[src/rtl/fetch_pkg.sv]
// fetch_pkg: shared types and constants for the fetch stage.
//   fetch_state_t : request FSM states (StReq, StResp, StDrop)
//   fetch_entry_t : instruction word plus the address it was fetched from
//   PC_INC        : sequential PC step
//   PC_D_OFS      : offset from fetch address to the PC+8 value seen in Decode
package fetch_pkg;

    localparam int unsigned FETCH_ADDR_W = 32;
    localparam int unsigned FETCH_DATA_W = 32;

    localparam logic [FETCH_ADDR_W-1:0] PC_INC   = FETCH_ADDR_W'(4);
    localparam logic [FETCH_ADDR_W-1:0] PC_D_OFS = FETCH_ADDR_W'(8);

    typedef enum logic [1:0] {
        StReq,
        StResp,
        StDrop
    } fetch_state_t;

    typedef struct packed {
        logic [FETCH_DATA_W-1:0] instr;
        logic [FETCH_ADDR_W-1:0] addr;
    } fetch_entry_t;

endpackage

[src/rtl/fetch_unit_if.sv]
// fetch_unit_if: instruction-memory request/response bundle.
//   req    : request valid (fetch -> memory)
//   addr   : request address (fetch -> memory)
//   gnt    : request accepted this cycle (memory -> fetch)
//   rvalid : response data valid (memory -> fetch)
//   rdata  : response instruction word (memory -> fetch)
// master modport is the fetch side, slave modport is the memory side.
interface fetch_unit_if #(
    parameter int unsigned ADDR_W = 32,
    parameter int unsigned DATA_W = 32
);
    logic              req;
    logic [ADDR_W-1:0] addr;
    logic              gnt;
    logic              rvalid;
    logic [DATA_W-1:0] rdata;

    modport master (
        output req,
        output addr,
        input  gnt,
        input  rvalid,
        input  rdata
    );

    modport slave (
        input  req,
        input  addr,
        output gnt,
        output rvalid,
        output rdata
    );
endinterface

[src/rtl/fetch_queue.sv]
// fetch_queue: 2-entry FIFO of fetch_entry_t.
//   clk, rst : clock, asynchronous active-high reset
//   push_i   : write entry_i at the tail
//   entry_i  : entry to write
//   pop_i    : drop the head entry (ignored when empty)
//   clear_i  : empty the queue; a push in the same cycle lands in the emptied queue
//   count_o  : number of valid entries (0..2)
//   head_o   : oldest entry (don't-care when count_o == 0)
module fetch_queue
    import fetch_pkg::*;
(
    input  logic         clk,
    input  logic         rst,
    input  logic         push_i,
    input  fetch_entry_t entry_i,
    input  logic         pop_i,
    input  logic         clear_i,
    output logic [1:0]   count_o,
    output fetch_entry_t head_o
);

    fetch_entry_t mem_q [2];
    logic         rd_ptr_q, rd_ptr_d;
    logic [1:0]   count_q, count_d;
    logic         wr_ptr;
    logic         do_pop;
    logic         do_push;

    always_comb begin
        do_pop   = pop_i && (count_q != 2'd0) && !clear_i;
        // A full queue only takes a push if a pop frees a slot in the same cycle.
        do_push  = push_i && (clear_i || (count_q != 2'd2) || do_pop);
        rd_ptr_d = rd_ptr_q;
        count_d  = count_q;
        wr_ptr   = rd_ptr_q ^ count_q[0];

        if (clear_i) begin
            rd_ptr_d = 1'b0;
            wr_ptr   = 1'b0;
            count_d  = do_push ? 2'd1 : 2'd0;
        end else begin
            if (do_pop) begin
                rd_ptr_d = ~rd_ptr_q;
            end
            unique case ({do_push, do_pop})
                2'b10:   count_d = count_q + 2'd1;
                2'b01:   count_d = count_q - 2'd1;
                default: count_d = count_q;
            endcase
        end
    end

    always_ff @(posedge clk or posedge rst) begin
        if (rst) begin
            rd_ptr_q <= 1'b0;
            count_q  <= 2'd0;
            mem_q[0] <= '0;
            mem_q[1] <= '0;
        end else begin
            rd_ptr_q <= rd_ptr_d;
            count_q  <= count_d;
            if (do_push) begin
                mem_q[wr_ptr] <= entry_i;
            end
        end
    end

    assign count_o = count_q;
    assign head_o  = mem_q[rd_ptr_q];

endmodule

[src/rtl/fetch_unit.sv]
// fetch_unit: fetch stage of the pipelined ARM core.
// Owns PCF, issues one instruction-memory request at a time over a grant/response
// handshake, buffers returned words in a 2-entry queue and drives the Fetch/Decode
// register. ValidD=0 marks a bubble when no instruction is ready.
//   clk, rst              : clock, asynchronous active-high reset
//   stall_f_i             : hold PCF, issue no new request
//   stall_d_i             : hold the Fetch/Decode register
//   flush_d_i             : invalidate the Fetch/Decode register and the queue
//   branch_taken_e_i/
//   branch_target_e_i     : redirect from Execute
//   pc_src_w_i/result_w_i : redirect from Writeback (wins over Execute)
//   imem_io               : instruction-memory request/response (master side)
//   instr_d_o             : instruction in Decode
//   pc_plus8_d_o          : fetch address of instr_d_o + 8
//   valid_d_o             : instr_d_o is a real instruction
module fetch_unit
    import fetch_pkg::*;
#(
    parameter int unsigned       ADDR_W   = FETCH_ADDR_W,
    parameter int unsigned       DATA_W   = FETCH_DATA_W,
    parameter logic [ADDR_W-1:0] RESET_PC = '0
) (
    input  logic               clk,
    input  logic               rst,
    input  logic               stall_f_i,
    input  logic               stall_d_i,
    input  logic               flush_d_i,
    input  logic               branch_taken_e_i,
    input  logic [ADDR_W-1:0]  branch_target_e_i,
    input  logic               pc_src_w_i,
    input  logic [ADDR_W-1:0]  result_w_i,
    fetch_unit_if.master       imem_io,
    output logic [DATA_W-1:0]  instr_d_o,
    output logic [ADDR_W-1:0]  pc_plus8_d_o,
    output logic               valid_d_o
);

    // Queue entries are typed in the package, so the widths must agree with it.
    if (ADDR_W != FETCH_ADDR_W || DATA_W != FETCH_DATA_W) begin : g_width_check
        $error("fetch_unit: ADDR_W/DATA_W must match fetch_pkg widths");
    end

    fetch_state_t      state_q, state_d;
    logic [ADDR_W-1:0] pcf_q, pcf_d;
    logic [ADDR_W-1:0] req_addr_q, req_addr_d;

    logic [DATA_W-1:0] instr_q, instr_d;
    logic [ADDR_W-1:0] pc8_q, pc8_d;
    logic              valid_q, valid_d;

    logic              redirect;
    logic [ADDR_W-1:0] redirect_target;
    logic              req;
    logic              granted;
    logic              accept;
    logic              bypass;

    logic [1:0]        q_count;
    fetch_entry_t      q_head;
    fetch_entry_t      q_entry;
    logic              q_push;
    logic              q_pop;
    logic              q_clear;

    // Handshake and queue control.
    always_comb begin
        redirect        = pc_src_w_i || branch_taken_e_i;
        redirect_target = pc_src_w_i ? result_w_i : branch_target_e_i;

        // Reset gating keeps the request low while rst is held.
        req     = !rst && (state_q == StReq) && !stall_f_i && !redirect && (q_count < 2'd2);
        granted = req && imem_io.gnt;

        // A response arriving together with a redirect belongs to the squashed path.
        accept  = (state_q == StResp) && imem_io.rvalid && !redirect;
        bypass  = accept && (q_count == 2'd0) && !stall_d_i && !flush_d_i;
        q_push  = accept && !bypass;
        q_clear = redirect || flush_d_i;
        // Queued words are on the squashed path during a redirect, so never load them.
        q_pop   = !flush_d_i && !stall_d_i && !redirect && (q_count != 2'd0);

        q_entry = '{instr: imem_io.rdata, addr: req_addr_q};
    end

    assign imem_io.req  = req;
    assign imem_io.addr = pcf_q;

    // PC and request FSM.
    always_comb begin
        state_d    = state_q;
        pcf_d      = pcf_q;
        req_addr_d = req_addr_q;

        if (redirect) begin
            pcf_d = redirect_target;
        end else if (granted) begin
            pcf_d      = pcf_q + PC_INC;
            req_addr_d = pcf_q;
        end

        unique case (state_q)
            StReq: begin
                if (granted) begin
                    state_d = StResp;
                end
            end
            StResp: begin
                // Response with a same-cycle redirect is simply discarded; nothing
                // remains outstanding so DROP would wait forever.
                if (imem_io.rvalid) begin
                    state_d = StReq;
                end else if (redirect) begin
                    state_d = StDrop;
                end
            end
            StDrop: begin
                if (imem_io.rvalid) begin
                    state_d = StReq;
                end
            end
            default: state_d = StReq;
        endcase
    end

    // Fetch/Decode register.
    always_comb begin
        instr_d = instr_q;
        pc8_d   = pc8_q;
        valid_d = valid_q;

        if (flush_d_i) begin
            valid_d = 1'b0;
        end else if (!stall_d_i) begin
            if (q_pop) begin
                instr_d = q_head.instr;
                pc8_d   = q_head.addr + PC_D_OFS;
                valid_d = 1'b1;
            end else if (bypass) begin
                instr_d = imem_io.rdata;
                pc8_d   = req_addr_q + PC_D_OFS;
                valid_d = 1'b1;
            end else begin
                valid_d = 1'b0;
            end
        end
    end

    always_ff @(posedge clk or posedge rst) begin
        if (rst) begin
            state_q    <= StReq;
            pcf_q      <= RESET_PC;
            req_addr_q <= '0;
            instr_q    <= '0;
            pc8_q      <= '0;
            valid_q    <= 1'b0;
        end else begin
            state_q    <= state_d;
            pcf_q      <= pcf_d;
            req_addr_q <= req_addr_d;
            instr_q    <= instr_d;
            pc8_q      <= pc8_d;
            valid_q    <= valid_d;
        end
    end

    fetch_queue u_queue (
        .clk     (clk),
        .rst     (rst),
        .push_i  (q_push),
        .entry_i (q_entry),
        .pop_i   (q_pop),
        .clear_i (q_clear),
        .count_o (q_count),
        .head_o  (q_head)
    );

    assign instr_d_o    = instr_q;
    assign pc_plus8_d_o = pc8_q;
    assign valid_d_o    = valid_q;

endmodule

[src/flat_wrapper.sv]
// flat-port wrapper written by rule: the top's interface ports become plain ports
module fetch_unit_flat import fetch_pkg::*;
#(
    parameter int unsigned       ADDR_W   = FETCH_ADDR_W,
    parameter int unsigned       DATA_W   = FETCH_DATA_W,
    parameter logic [ADDR_W-1:0] RESET_PC = '0
)
  (clk, rst, stall_f_i, stall_d_i, flush_d_i, branch_taken_e_i, branch_target_e_i, pc_src_w_i, result_w_i, instr_d_o, pc_plus8_d_o, valid_d_o, imem_io_req, imem_io_addr, imem_io_gnt, imem_io_rvalid, imem_io_rdata);
  fetch_unit_if #(.ADDR_W(ADDR_W), .DATA_W(DATA_W)) imem_io_i ();
  input  logic clk;
  input  logic rst;
  input  logic stall_f_i;
  input  logic stall_d_i;
  input  logic flush_d_i;
  input  logic branch_taken_e_i;
  input  logic [ADDR_W-1:0] branch_target_e_i;
  input  logic pc_src_w_i;
  input  logic [ADDR_W-1:0] result_w_i;
  output logic [DATA_W-1:0] instr_d_o;
  output logic [ADDR_W-1:0] pc_plus8_d_o;
  output logic valid_d_o;
  output wire logic [$bits(imem_io_i.req)-1:0] imem_io_req;
  output wire logic [$bits(imem_io_i.addr)-1:0] imem_io_addr;
  input wire logic [$bits(imem_io_i.gnt)-1:0] imem_io_gnt;
  input wire logic [$bits(imem_io_i.rvalid)-1:0] imem_io_rvalid;
  input wire logic [$bits(imem_io_i.rdata)-1:0] imem_io_rdata;
  assign imem_io_req = imem_io_i.req;
  assign imem_io_addr = imem_io_i.addr;
  assign imem_io_i.gnt = imem_io_gnt;
  assign imem_io_i.rvalid = imem_io_rvalid;
  assign imem_io_i.rdata = imem_io_rdata;
  fetch_unit #(.ADDR_W(ADDR_W), .DATA_W(DATA_W), .RESET_PC(RESET_PC)) u_core (.clk(clk), .rst(rst), .stall_f_i(stall_f_i), .stall_d_i(stall_d_i), .flush_d_i(flush_d_i), .branch_taken_e_i(branch_taken_e_i), .branch_target_e_i(branch_target_e_i), .pc_src_w_i(pc_src_w_i), .result_w_i(result_w_i), .imem_io(imem_io_i), .instr_d_o(instr_d_o), .pc_plus8_d_o(pc_plus8_d_o), .valid_d_o(valid_d_o));
endmodule
[config.mk]
export PLATFORM = sky130hd
export DESIGN_NAME = fetch_unit_flat
export DESIGN_NICKNAME = d
export VERILOG_FILES = /design/src/rtl/fetch_pkg.sv /design/src/rtl/fetch_unit_if.sv /design/src/rtl/fetch_queue.sv /design/src/rtl/fetch_unit.sv /design/src/flat_wrapper.sv
export SDC_FILE = /design/constraint.sdc
export NUM_CORES = 1
export LEC_CHECK = 0
export ABC_AREA = 1
export CORE_ASPECT_RATIO = 1.75
export CORE_MARGIN = 1.5
export CORE_UTILIZATION = 45
export CTS_CLUSTER_SIZE = 16
export DETAILED_ROUTE_END_ITERATION = 16
export DONT_BUFFER_PORTS = 1
export GPL_ROUTABILITY_DRIVEN = 1
export PLACE_DENSITY = 0.69
export SLEW_MARGIN = 20
export SYNTH_ARGS = -nofsm -noshare
export SYNTH_HDL_FRONTEND = slang
export SYNTH_SLANG_ARGS = --single-unit
[constraint.sdc]
create_clock -name clk -period 13.95 [get_ports clk]
set_input_delay 4.185 -clock clk [delete_from_list [all_inputs] [get_ports clk]]
set_output_delay 4.185 -clock clk [all_outputs]
set_load 0.005 [all_outputs]
# Yosys cells after proc, flatten, opt, wreduce, memory -nomap -nowiden
# Cells that the tools add are included.
[totals]
regBits = 262
output_inout_bits = 98
input_bits = 105
wordCells = 104
[classes]
bitwise = 7
n_lt_le_gt_ge = 4
n_eq_ne = 9
n_addsub = 5
mux = 28
reduce_logical = 39
[op_table]
columns = ["cell", "count"]
rows = [
  ["$mux 64", 4],
  ["$mux 32", 7],
  ["$bwmux 128", 1],
  ["$add 32x4->32 const B", 2],
  ["$demux 64 s1", 1],
  ["$add 32x3->32 const B", 1],
  ["$logic_and 1x1->1", 18],
  ["$mux 2", 5],
  ["$mux 1", 8],
  ["$reduce_bool 2->1", 4],
  ["$logic_not 1->1", 7],
  ["$pmux 2 s3", 1],
  ["$reduce_and 3->1", 2],
  ["$eq 2x1->1 const B", 2],
  ["$eq 2x2->1 const B", 2],
  ["$ge 2x2->1 const B", 2],
  ["$logic_not 2->1", 2],
  ["$logic_or 1x1->1", 4],
  ["$ne 2x1->1 const B", 2],
  ["$ne 2x2->1 const B", 2],
  ["$not 1->1", 4],
  ["$not 1->2", 2],
  ["$pmux 2 s2", 1],
  ["$ne 3x2->1 const B", 1],
  ["other kinds (7)", 7],
]

# Longest topological paths before layout
# Gate-level depths: netlist (run 1).
[logic_depth]
ltp_word = 12
depth_mapped = 15
depth_no_buf = 15

# By module
# A second synthesis (run 1) with hierarchy kept.
[hier_totals]
cells_unflattened = 1797
area_unflattened_um2 = 13436.6
[by_module_without_submodules]
columns = ["mod", "area_per_inst_um2", "cells_per_inst", "instances", "seq_area_each_um2"]
rows = [
  ["fetch_unit", 7662.3, 1074, 1, 3278.1],
  ["fetch_queue", 5774.3, 723, 1, 3278.1],
]

# Worst setup path after synthesis (run 1)
# OpenSTA, ideal clock, no wires.
[synth_timing]
path_type = "in2out"
from = "in branch_taken_e_i"
to = "out imem_io_req"
t_arrival_ns = 4.724
path_stages = 4
setup_slack_ns = 5.041
path_cell_list = "buf_4 nor2_8 nand2_1 nor4_2"
[synth_via]
elab_chain_len = 4
[synth_lines]
columns = ["element", "line_no", "source"]
rows = [
  ["start: declaration", "flat_wrapper.sv:15", "input logic branch_taken_e_i;"],
  ["$logic_or 1x1->1", "fetch_unit.sv:67", "redirect = pc_src_w_i || branch_taken_e_i;"],
  ["$logic_not 1->1", "fetch_unit.sv:71", "req = !rst && (state_q == StReq) && !stall_f_i && !redirect && (q_count < 2'd2);"],
  ["$logic_and 1x1->1 (2 in a row)", "fetch_unit.sv:71", ""],
  ["end: declaration", "flat_wrapper.sv:22", "output wire logic [$bits(imem_io_i.req)-1:0] imem_io_req;"],
]
# No other way between the ends.

# Worst setup path in the final report (run 1)
[layout_timing]
from = "in pc_src_w_i"
to = "out imem_io_req"
[layout_via]
elab_chain_len = 4
[layout_lines]
columns = ["element", "line_no", "source"]
rows = [
  ["start: declaration", "flat_wrapper.sv:17", "input logic pc_src_w_i;"],
  ["$logic_or 1x1->1", "fetch_unit.sv:67", ""],
  ["$logic_not 1->1", "fetch_unit.sv:71", ""],
  ["$logic_and 1x1->1 (2 in a row)", "fetch_unit.sv:71", ""],
]
# No other way between the ends.

==> impl_metrics.py, run 1 <==
metrics = {
    "synthesis": {
        "synth_edf_count": 0,
        "ys_ff_latch": 262,
        "synthesis.nets": 1850,
        "seq_area_frac_synth_pct": 49.78,
        "yosys_warnings": 0,
        "synth_cell_types": 47,
        "synth-main-ff-cell": "dfrtp_1",
        "syn_area_per_cell_um2": 7.560,
        "asyncSetResetFlopFracSynth_pct": 100.0,
        "syn_inst": 1742,
        "synth_area_mm2": 0.01317,
    },
    "finish": {
        "nets": 1794,
        "areaGrowthSynthToFinish_pct": 7.429,
        "layout-drive-gt1-share_pct": 6.048,
        "diodes": 0,
        "fillers": 2809,
        "final_cell_mix": "514 x nand2_1, 316 x o21ai_0, 261 x dfrtp_1, 171 x nor2_1, 158 x inv_1",
        "final_common_cell": "nand2_1",
    },
    "critical_path": {
        "worst_setup_path_end_kind": "primary output",
        "crit_family": "simple AND/OR/NAND/NOR gates",
        "start_kind": "primary input",
        "worst-path-max-fanout": 44,
        "arrival_ns": 5.07,
        "crit_chain": "nor2_8 > nand2_1 > nor4_2",
        "path_buf_inv": 0,
        "required_ns": 9.76,
        "crit_type": "primary input to primary output",
        "cpPeakStageDelay_ns": 0.47,
        "cpMaxStageDelayCell": "nor2_8",
    },
    "power": {
        "p_switching_mw": 0.4854,
        "clkPwrFrac_pct": 39.4,
        "total_power_mw": 1.777,
        "p_int_mw": 1.291,
        "ir_drop_mv": 0.09203,
        "p_sw_share_pct": 27.32,
        "comb_power_share_pct": 11.4,
        "seqPwrFrac_pct": 49.1,
        "powerDensity_mw_per_mm2": 125.6,
        "p_leak_nw": 6.675,
    },
    "drt": {
        "vias_per_cell": 5.212,
        "ant_nets": 0,
        "drc": 0,
        "vias": 10850,
        "first_iter_violations": 633,
        "firstDrtPassIters": 5,
        "wl_um": 31350,
        "routedWlPerCell_um": 15.07,
    },
    "sta": {
        "min_period_over_period_pct": 66.34,
        "rsz0062_at_grt": "false",
        "setup_viol": 0,
        "relSlewSlack_pct": 38.12,
        "timing_hold_violations_final": 0,
        "tightestPinTransition_ns": 0.9282,
        "fmax_ghz": 0.1081,
        "layout_min_cycle_time_ns": 9.254,
        "fin_skew_ns": 0.01256,
        "finalSetupTns_ns": 0,
        "finalMaxSlewViolations": 0,
    },
    "global_route": {
        "antenna_found_initial": 0,
        "grt_use_met3_pct": 3.187,
        "gr-max-usage-layer": "met2",
        "grt_pass1_wl_um": 52160,
        "grt_max_degree": 129,
        "grt_overflow": 0,
        "use_met2_pct": 36.68,
        "track_usage_pct": 20.72,
        "gr-usage-met1_pct": 25.59,
        "grt_pass1_vias": 10310,
    },
    "floorplanning": {
        "die_w_um": 132.3,
        "die_area_mm2": 0.03034,
        "coreArea_mm2": 0.02873,
        "die_height_um": 229.3,
        "io_pins": 203,
        "std_cell_rows": 82,
        "start_util_pct": 45.84,
    },
    "hold_path": {
        "worstHoldPathType": "flip-flop to flip-flop",
    },
    "clocking": {
        "postCtsSetupRepairBufs": 0,
        "root_buffer": "clkbuf_16",
        "clk_latency_ns": 0.54,
        "cts_hold_buffers": 0,
        "cts.clk_slew.worst_paths_ns": 0.06,
        "cts_tree": "yes",
        "cts_buffer_depth": 3,
        "clock-sinks": 262,
        "numCtsBuffers": 25,
        "cts_resized": 0,
        "h-tree-depth": 1,
    },
    "placed_design": {
        "globalplace.congestion": 0.8924,
        "dpl.hpwl_um": 21010,
        "numPortBuffers": 0,
    },
    "run_status": {
        "status": "completed",
    },
    "flow_run": {
        "max-cap-violations": 0,
    },
}
-- through the flow --
step / instances / area (µm²) / hold WS (ns) / util (%) / worst slack [ns]
global route: 2081 / 14150 / 0.5007 / 49.25 / 4.573
detailed placement: 2037 / 13310 / 0.4665 / 46.34 / 4.671
finish: 2081 / 14150 / 0.4810 / 49.25 / 4.696
CTS: 2081 / 14140 / 0.4826 / 49.24 / 4.674
floorplan: 1742 / 13170 / 0.4457 / - / 2.553
global placement: 2037 / 13310 / 0.4606 / 46.34 / 4.660
-- synth_stat cells, drive strengths merged (3+ instances only) --
| cell | instances | area (µm²) |
|---|---|---|
| clkinv | 3 | 11.26 |
| clkbuf | 58 | 217.7 |
| a22oi | 5 | 37.54 |
| buf | 37 | 230.2 |
| inv | 162 | 608.1 |
| o211ai | 6 | 45.04 |
| o21ai | 348 | 1802 |
| o21bai | 4 | 30.03 |
| nand3 | 63 | 320.3 |
| or2 | 3 | 18.77 |
| nor2 | 190 | 809.5 |
| ha | 3 | 37.54 |
| a31oi | 13 | 81.33 |
| nand4 | 9 | 56.30 |
| nand2 | 522 | 1982 |
| a21oi | 28 | 140.1 |
| dfrtp | 262 | 6556 |
| nor3 | 7 | 35.03 |
| o22ai | 3 | 18.77 |
| xor2 | 3 | 26.28 |
-- sequential cells by signal, summed over array words and instances (netlist names), 2 cells and up --
signal                  flops
u_core.req_addr_q          32
u_core.state_q              2
u_core.imem_io.addr        32
u_core.pc_plus8_d_o        32
u_core.u_queue.mem_q      128
u_core.instr_d_o           32
u_core.u_queue.count_o      2
-- power by group through the flow --
stage / combinational [mW] / sequential, mW / clock, mW
3_5_place_dp: 0.204 / 0.887 / 0
3_3_place_gp: 0.197 / 0.885 / 0
5_1_grt: 0.242 / 0.881 / 0.741
6_report: 0.203 / 0.873 / 0.700
2_1_floorplan: 0.168 / 0.867 / 0
4_1_cts: 0.205 / 0.873 / 0.717
-- per-layer routing --
metal / wire (µm) / vias to the layer above
met2: 15610 / 294
met3: 1620 / 49
met4: 771 / 0
met5: 0 / -
li1: - / 5472
met1: 13350 / 5032
-- logic make-up (layout without fill, tap and decap cells) --
group	count (synthesis)	after routing	synth area share, %
adders and majority gates	3	3	0.2850
xor gates and xnor gates	3	3	0.1995
buffers and inverters	260	221	8.104
AOI/OAI and AO/OA	414	414	16.80
and+or+nand+nor	799	799	24.76
DFF	262	262	49.78
muxes	1	1	0.07601
-- cell type report --
class / instances / area, µm² / share of cell area, %
multi-input combinational: 1220 / 5564 / 39.33
tap: 378 / 473.0 / 3.343
clock inverter: 12 / 141.4 / 0.9993
clock buffer: 32 / 691.9 / 4.890
sequential: 262 / 6558 / 46.35
timing repair buffer: 12 / 93.84 / 0.6632
inverter: 165 / 626.9 / 4.430
-- path summary, 6_finish.rpt --
kind | slack (ns) | to | startpoint | depth (start not counted)
worst min register to register | 0.48 | u_core.u_queue.mem_q[31] | u_core.u_queue.mem_q[31] | 2
max in group asynchronous | 8.78 | u_core.u_queue.mem_q[32] | rst | 2
min in group asynchronous | 3.68 | u_core.valid_d_o | rst | 1
worst max register to register | 11.14 | u_core.pc_plus8_d_o[24] | u_core.u_queue.count_o[0] | 13
worst min-delay path | 0.48 | u_core.u_queue.mem_q[31] | u_core.u_queue.mem_q[31] | 2
worst max-delay path | 4.70 | imem_io_req | pc_src_w_i | 3
-- worst min-delay path, stage by stage (launching register included) --
cell     delay (ns)
dfrtp_1        0.34
nand2_1        0.05
o21ai_0        0.06
Note: power is estimated with default switching activity, not from simulation.
==> inputs of run 2 (changes only) <==
PLACE_DENSITY = 0.71   (was 0.69)
clock period = 8.49 ns   (was 13.95 ns; I/O delays follow)
==> impl_metrics.py, run 2 (synthesis results as in run 1) <==
metrics = {
    "finish": {
        "nets": 1795,
        "final_cell_mix": "514 x nand2_1, 316 x o21ai_0, 261 x dfrtp_1, 171 x nor2_1, 158 x inv_1",
        "top_register": "u_core.u_queue.mem_q",
        "layout-drive-gt1-share_pct": 5.931,
        "fillers": 2793,
        "final_common_cell": "nand2_1",
        "diodes": 0,
        "largest_reg_flops": 128,
        "areaGrowthSynthToFinish_pct": 7.505,
    },
    "sta": {
        "setup_viol": 0,
        "fin_skew_ns": 0.01732,
        "finalSetupTns_ns": 0,
        "timing_hold_violations_final": 0,
        "relSlewSlack_pct": 38.88,
        "layout_min_cycle_time_ns": 5.983,
        "hold_ws_ns": 0.4816,
        "tightestPinTransition_ns": 0.9168,
        "min_period_over_period_pct": 70.47,
        "rsz0062_at_grt": "false",
        "finalMaxSlewViolations": 0,
        "fmax_ghz": 0.1672,
    },
    "critical_path": {
        "worst-path-max-fanout": 44,
        "worst_setup_path_end_kind": "primary output",
        "crit_type": "primary input to primary output",
        "arrival_ns": 3.44,
        "start_kind": "primary input",
        "required_ns": 5.94,
    },
    "global_route": {
        "grt_max_degree": 165,
        "grt_pass1_vias": 10630,
        "grt_pass1_wl_um": 52910,
        "antenna_found_initial": 0,
        "grt_overflow": 0,
        "track_usage_pct": 20.94,
    },
    "drt": {
        "vias": 10910,
        "vias_per_cell": 5.245,
        "firstDrtPassIters": 7,
        "ant_nets": 0,
        "drc": 0,
        "first_iter_violations": 646,
        "wl_um": 31240,
        "routedWlPerCell_um": 15.01,
    },
    "clocking": {
        "clk_latency_ns": 0.53,
        "cts_tree": "yes",
        "cts.clk_slew.worst_paths_ns": 0.06,
        "numCtsBuffers": 25,
        "h-tree-depth": 1,
        "cts_buffer_depth": 3,
        "postCtsSetupRepairBufs": 0,
        "cts_resized": 0,
        "cts_hold_buffers": 0,
        "clock-sinks": 262,
        "root_buffer": "clkbuf_16",
    },
    "power": {
        "ir_drop_mv": 0.1543,
        "powerDensity_mw_per_mm2": 205.2,
        "p_leak_nw": 6.669,
    },
    "run_status": {
        "status": "completed",
    },
    "hold_path": {
        "worstHoldPathType": "flip-flop to flip-flop",
    },
    "placed_design": {
        "globalplace.congestion": 0.8211,
        "dpl.hpwl_um": 20780,
        "numPortBuffers": 0,
    },
    "flow_run": {
        "max-cap-violations": 0,
    },
    "floorplanning": {
        "die_area_mm2": 0.03034,
        "io_pins": 203,
        "die_height_um": 229.3,
        "die_w_um": 132.3,
        "coreArea_mm2": 0.02873,
        "std_cell_rows": 82,
        "start_util_pct": 45.84,
    },
}
run 2: cell types whose count changed in the layout (fill, tap and decap cells not counted), sizes merged:
cell      previous run  this run
buf                 12        13
clkinv               9         4
clkbuf              32        37
clkinvlp             1         2
inv                164       163
bufinv               3         2
run 2: worst paths after layout:
| check | slack [ns] | depth (start not counted) | endpoint | startpoint |
|---|---|---|---|---|
| min | 0.48 | 2 | u_core.u_queue.mem_q[85] | u_core.u_queue.mem_q[85] |
| min in group asynchronous | 1.97 | 1 | u_core.instr_d_o[0] | rst |
| max reg2reg | 5.59 | 9 | u_core.instr_d_o[9] | u_core.u_queue.count_o[0] |
| min reg2reg | 0.48 | 2 | u_core.u_queue.mem_q[85] | u_core.u_queue.mem_q[85] |
| max in group asynchronous | 5.20 | 2 | u_core.u_queue.mem_q[58] | rst |
| max | 2.51 | 3 | imem_io_req | pc_src_w_i |
run 2: final cells by class:
cell class	instances	area (µm²)	share of cell area [%]
well taps	378	473.0	3.340
inverters	165	623.1	4.401
multi-input cells	1220	5564	39.30
clock inverters	6	86.33	0.6098
repair buffers	13	113.9	0.8042
clock buffers	37	740.7	5.232
flip-flops and latches	262	6558	46.31
run 2: power by group:
group / leakage [nW] / total [mW] / internal [mW] / switching (mW)
Clock: 0.405 / 1.14 / 0.662 / 0.473
Combinational: 2.76 / 0.334 / 0.113 / 0.222
Sequential: 3.51 / 1.44 / 1.34 / 0.0924
Total: 6.67 / 2.91 / 2.12 / 0.787
run 2: routing by layer:
layer | vias up | global-route usage (%) | routed length (µm)
met5 | - | 0 | 0
met1 | 5060 | 25.93 | 13010
met3 | 55 | 3.674 | 1886
met2 | 317 | 36.85 | 15590
li1 | 5482 | - | -
met4 | 0 | 6.868 | 756
run 2: critical path: stages:
cell and delay (ns):
nor2_8 0.48, nand2_1 0.13, nor4_2 0.28
run 2: metrics by stage:
step | setup slack (ns) | cell area, µm² | util [%] | power, mW | cells
2_1_floorplan | 2.487 | 13170 | - | 1.701 | 1742
3_3_place_gp | 2.459 | 13330 | 46.39 | 1.778 | 2038
3_5_place_dp | 2.483 | 13330 | 46.39 | 1.794 | 2038
4_1_cts | 2.482 | 14150 | 49.27 | 2.945 | 2081
6_report | 2.507 | 14160 | 49.29 | 2.906 | 2081
5_1_grt | 2.426 | 14160 | 49.29 | 3.059 | 2081
==> inputs of run 3 (changes only) <==
clock period = 5.1 ns   (was 8.49 ns; I/O delays follow)
==> impl_metrics.py, run 3 (synthesis results as in run 1) <==
metrics = {
    "finish": {
        "final_cell_mix": "514 x nand2_1, 316 x o21ai_0, 261 x dfrtp_1, 171 x nor2_1, 158 x inv_1",
        "nets": 1798,
        "layout-drive-gt1-share_pct": 5.920,
        "final_common_cell": "nand2_1",
        "top_register": "u_core.u_queue.mem_q",
        "fillers": 2850,
        "areaGrowthSynthToFinish_pct": 7.809,
        "largest_reg_flops": 128,
        "diodes": 0,
    },
    "placed_design": {
        "globalplace.congestion": 0.8183,
        "numPortBuffers": 0,
        "dpl.hpwl_um": 21430,
    },
    "clocking": {
        "clock-sinks": 262,
        "h-tree-depth": 1,
        "cts_buffer_depth": 3,
        "postCtsSetupRepairBufs": 0,
        "numCtsBuffers": 24,
        "clk_latency_ns": 0.53,
        "cts_resized": 0,
        "root_buffer": "clkbuf_16",
        "cts_tree": "yes",
        "cts.clk_slew.worst_paths_ns": 0.06,
        "cts_hold_buffers": 0,
    },
    "global_route": {
        "antenna_found_initial": 0,
        "grt_pass1_vias": 10430,
        "use_met2_pct": 36.53,
        "grt_max_degree": 198,
        "grt_use_met3_pct": 3.254,
        "gr-usage-met1_pct": 26.65,
        "grt_overflow": 0,
        "gr-max-usage-layer": "met2",
        "track_usage_pct": 20.92,
        "grt_pass1_wl_um": 52850,
    },
    "power": {
        "p_sw_share_pct": 26.91,
        "powerDensity_mw_per_mm2": 337.1,
        "p_leak_nw": 6.691,
        "seqPwrFrac_pct": 50.0,
        "p_int_mw": 3.499,
        "p_switching_mw": 1.288,
        "ir_drop_mv": 0.2196,
        "comb_power_share_pct": 11.7,
        "total_power_mw": 4.787,
        "clkPwrFrac_pct": 38.3,
    },
    "floorplanning": {
        "die_w_um": 132.3,
        "io_pins": 203,
        "die_height_um": 229.3,
        "die_area_mm2": 0.03034,
        "start_util_pct": 45.84,
        "coreArea_mm2": 0.02873,
        "std_cell_rows": 82,
    },
    "drt": {
        "vias_per_cell": 5.233,
        "ant_nets": 0,
        "drc": 0,
        "first_iter_violations": 626,
        "vias": 10910,
        "wl_um": 31300,
        "routedWlPerCell_um": 15.02,
        "firstDrtPassIters": 5,
    },
    "sta": {
        "fmax_ghz": 0.2812,
        "hold_ws_ns": 0.4812,
        "timing_hold_violations_final": 0,
        "finalMaxSlewViolations": 0,
        "setup_viol": 0,
        "min_period_over_period_pct": 69.72,
        "tightestPinTransition_ns": 0.9305,
        "finalSetupTns_ns": 0,
        "relSlewSlack_pct": 37.97,
        "fin_skew_ns": 0.009302,
        "layout_min_cycle_time_ns": 3.556,
        "rsz0062_at_grt": "false",
    },
    "hold_path": {
        "hp-start": "u_core.u_queue.mem_q[76]",
        "hold_depth": 2,
        "worstHoldPathType": "flip-flop to flip-flop",
        "holdPathEnd": "u_core.u_queue.mem_q[76]",
    },
    "critical_path": {
        "start_kind": "primary input",
        "required_ns": 3.57,
        "worst_setup_path_end_kind": "primary output",
        "r2r_cells": 6,
        "reg2reg_slack_ns": 1.56,
        "crit_type": "primary input to primary output",
        "arrival_ns": 2.03,
        "rr_startpoint": "u_core.u_queue.rd_ptr_q",
        "r2r_end": "u_core.u_queue.mem_q[85]",
        "worst-path-max-fanout": 34,
    },
    "flow_run": {
        "max-cap-violations": 0,
    },
    "run_status": {
        "status": "completed",
    },
}
run 3: cell count changes in the layout (fill, tap and decap cells not counted), moves of 2 or more:
cell      previous run  this run
clkbuf_1             5         8
buf_12               1         3
buf_4               11        13
clkbuf_8             7         5
run 3: worst max-delay path: stages:
cell and delay (ns):
nor2_8 0.13, nand2_1 0.08, nor4_2 0.28
run 3: how the worst max path moves through the flow:
stage / startpoint / endpoint / cells after the start
floorplan: rst / u_core.imem_io.addr[0] / 1
global placement: pc_src_w_i / u_core.imem_io.addr[9] / 10
detailed placement: pc_src_w_i / u_core.imem_io.addr[30] / 10
CTS: pc_src_w_i / imem_io_req / 3
global route: u_core.u_queue.rd_ptr_q / u_core.u_queue.mem_q[84] / 7
finish: pc_src_w_i / imem_io_req / 3
run 3: area by class of cell:
| class | count | area, µm² | area share (%) |
|---|---|---|---|
| sequential | 262 | 6558 | 46.18 |
| tap | 378 | 473.0 | 3.331 |
| clock buffer | 38 | 724.4 | 5.102 |
| multi-input combinational | 1220 | 5564 | 39.19 |
| inverter | 165 | 624.3 | 4.397 |
| timing repair buffer | 17 | 185.2 | 1.304 |
| clock inverter | 4 | 70.07 | 0.4935 |
run 3: power by group through the flow:
stage                     Clock [mW]  Sequential (mW)  Combinational [mW]
final                           1.83             2.39               0.561
after global routing            1.95             2.42               0.667
after CTS                       1.88             2.39               0.565
after detailed placement           0             2.43               0.561
after global placement             0             2.42               0.542
after floorplan                    0             2.37               0.459
run 3: per-stage QoR:
step | std cells | setup WS [ns] | utilization [%] | cell area, µm²
after global routing | 2084 | 1.280 | 49.43 | 14200
after floorplan | 1742 | 0.1145 | - | 13170
after detailed placement | 2041 | 1.342 | 46.56 | 13380
after global placement | 2041 | 1.379 | 46.56 | 13380
after CTS | 2083 | 1.509 | 49.32 | 14170
final | 2084 | 1.544 | 49.43 | 14200
run 3: metal layers:
layer	routed length, µm	share of wire (%)
met1	13360	43
met2	15440	49
met3	1765	5.6
met4	728	2.3
met5	0	0
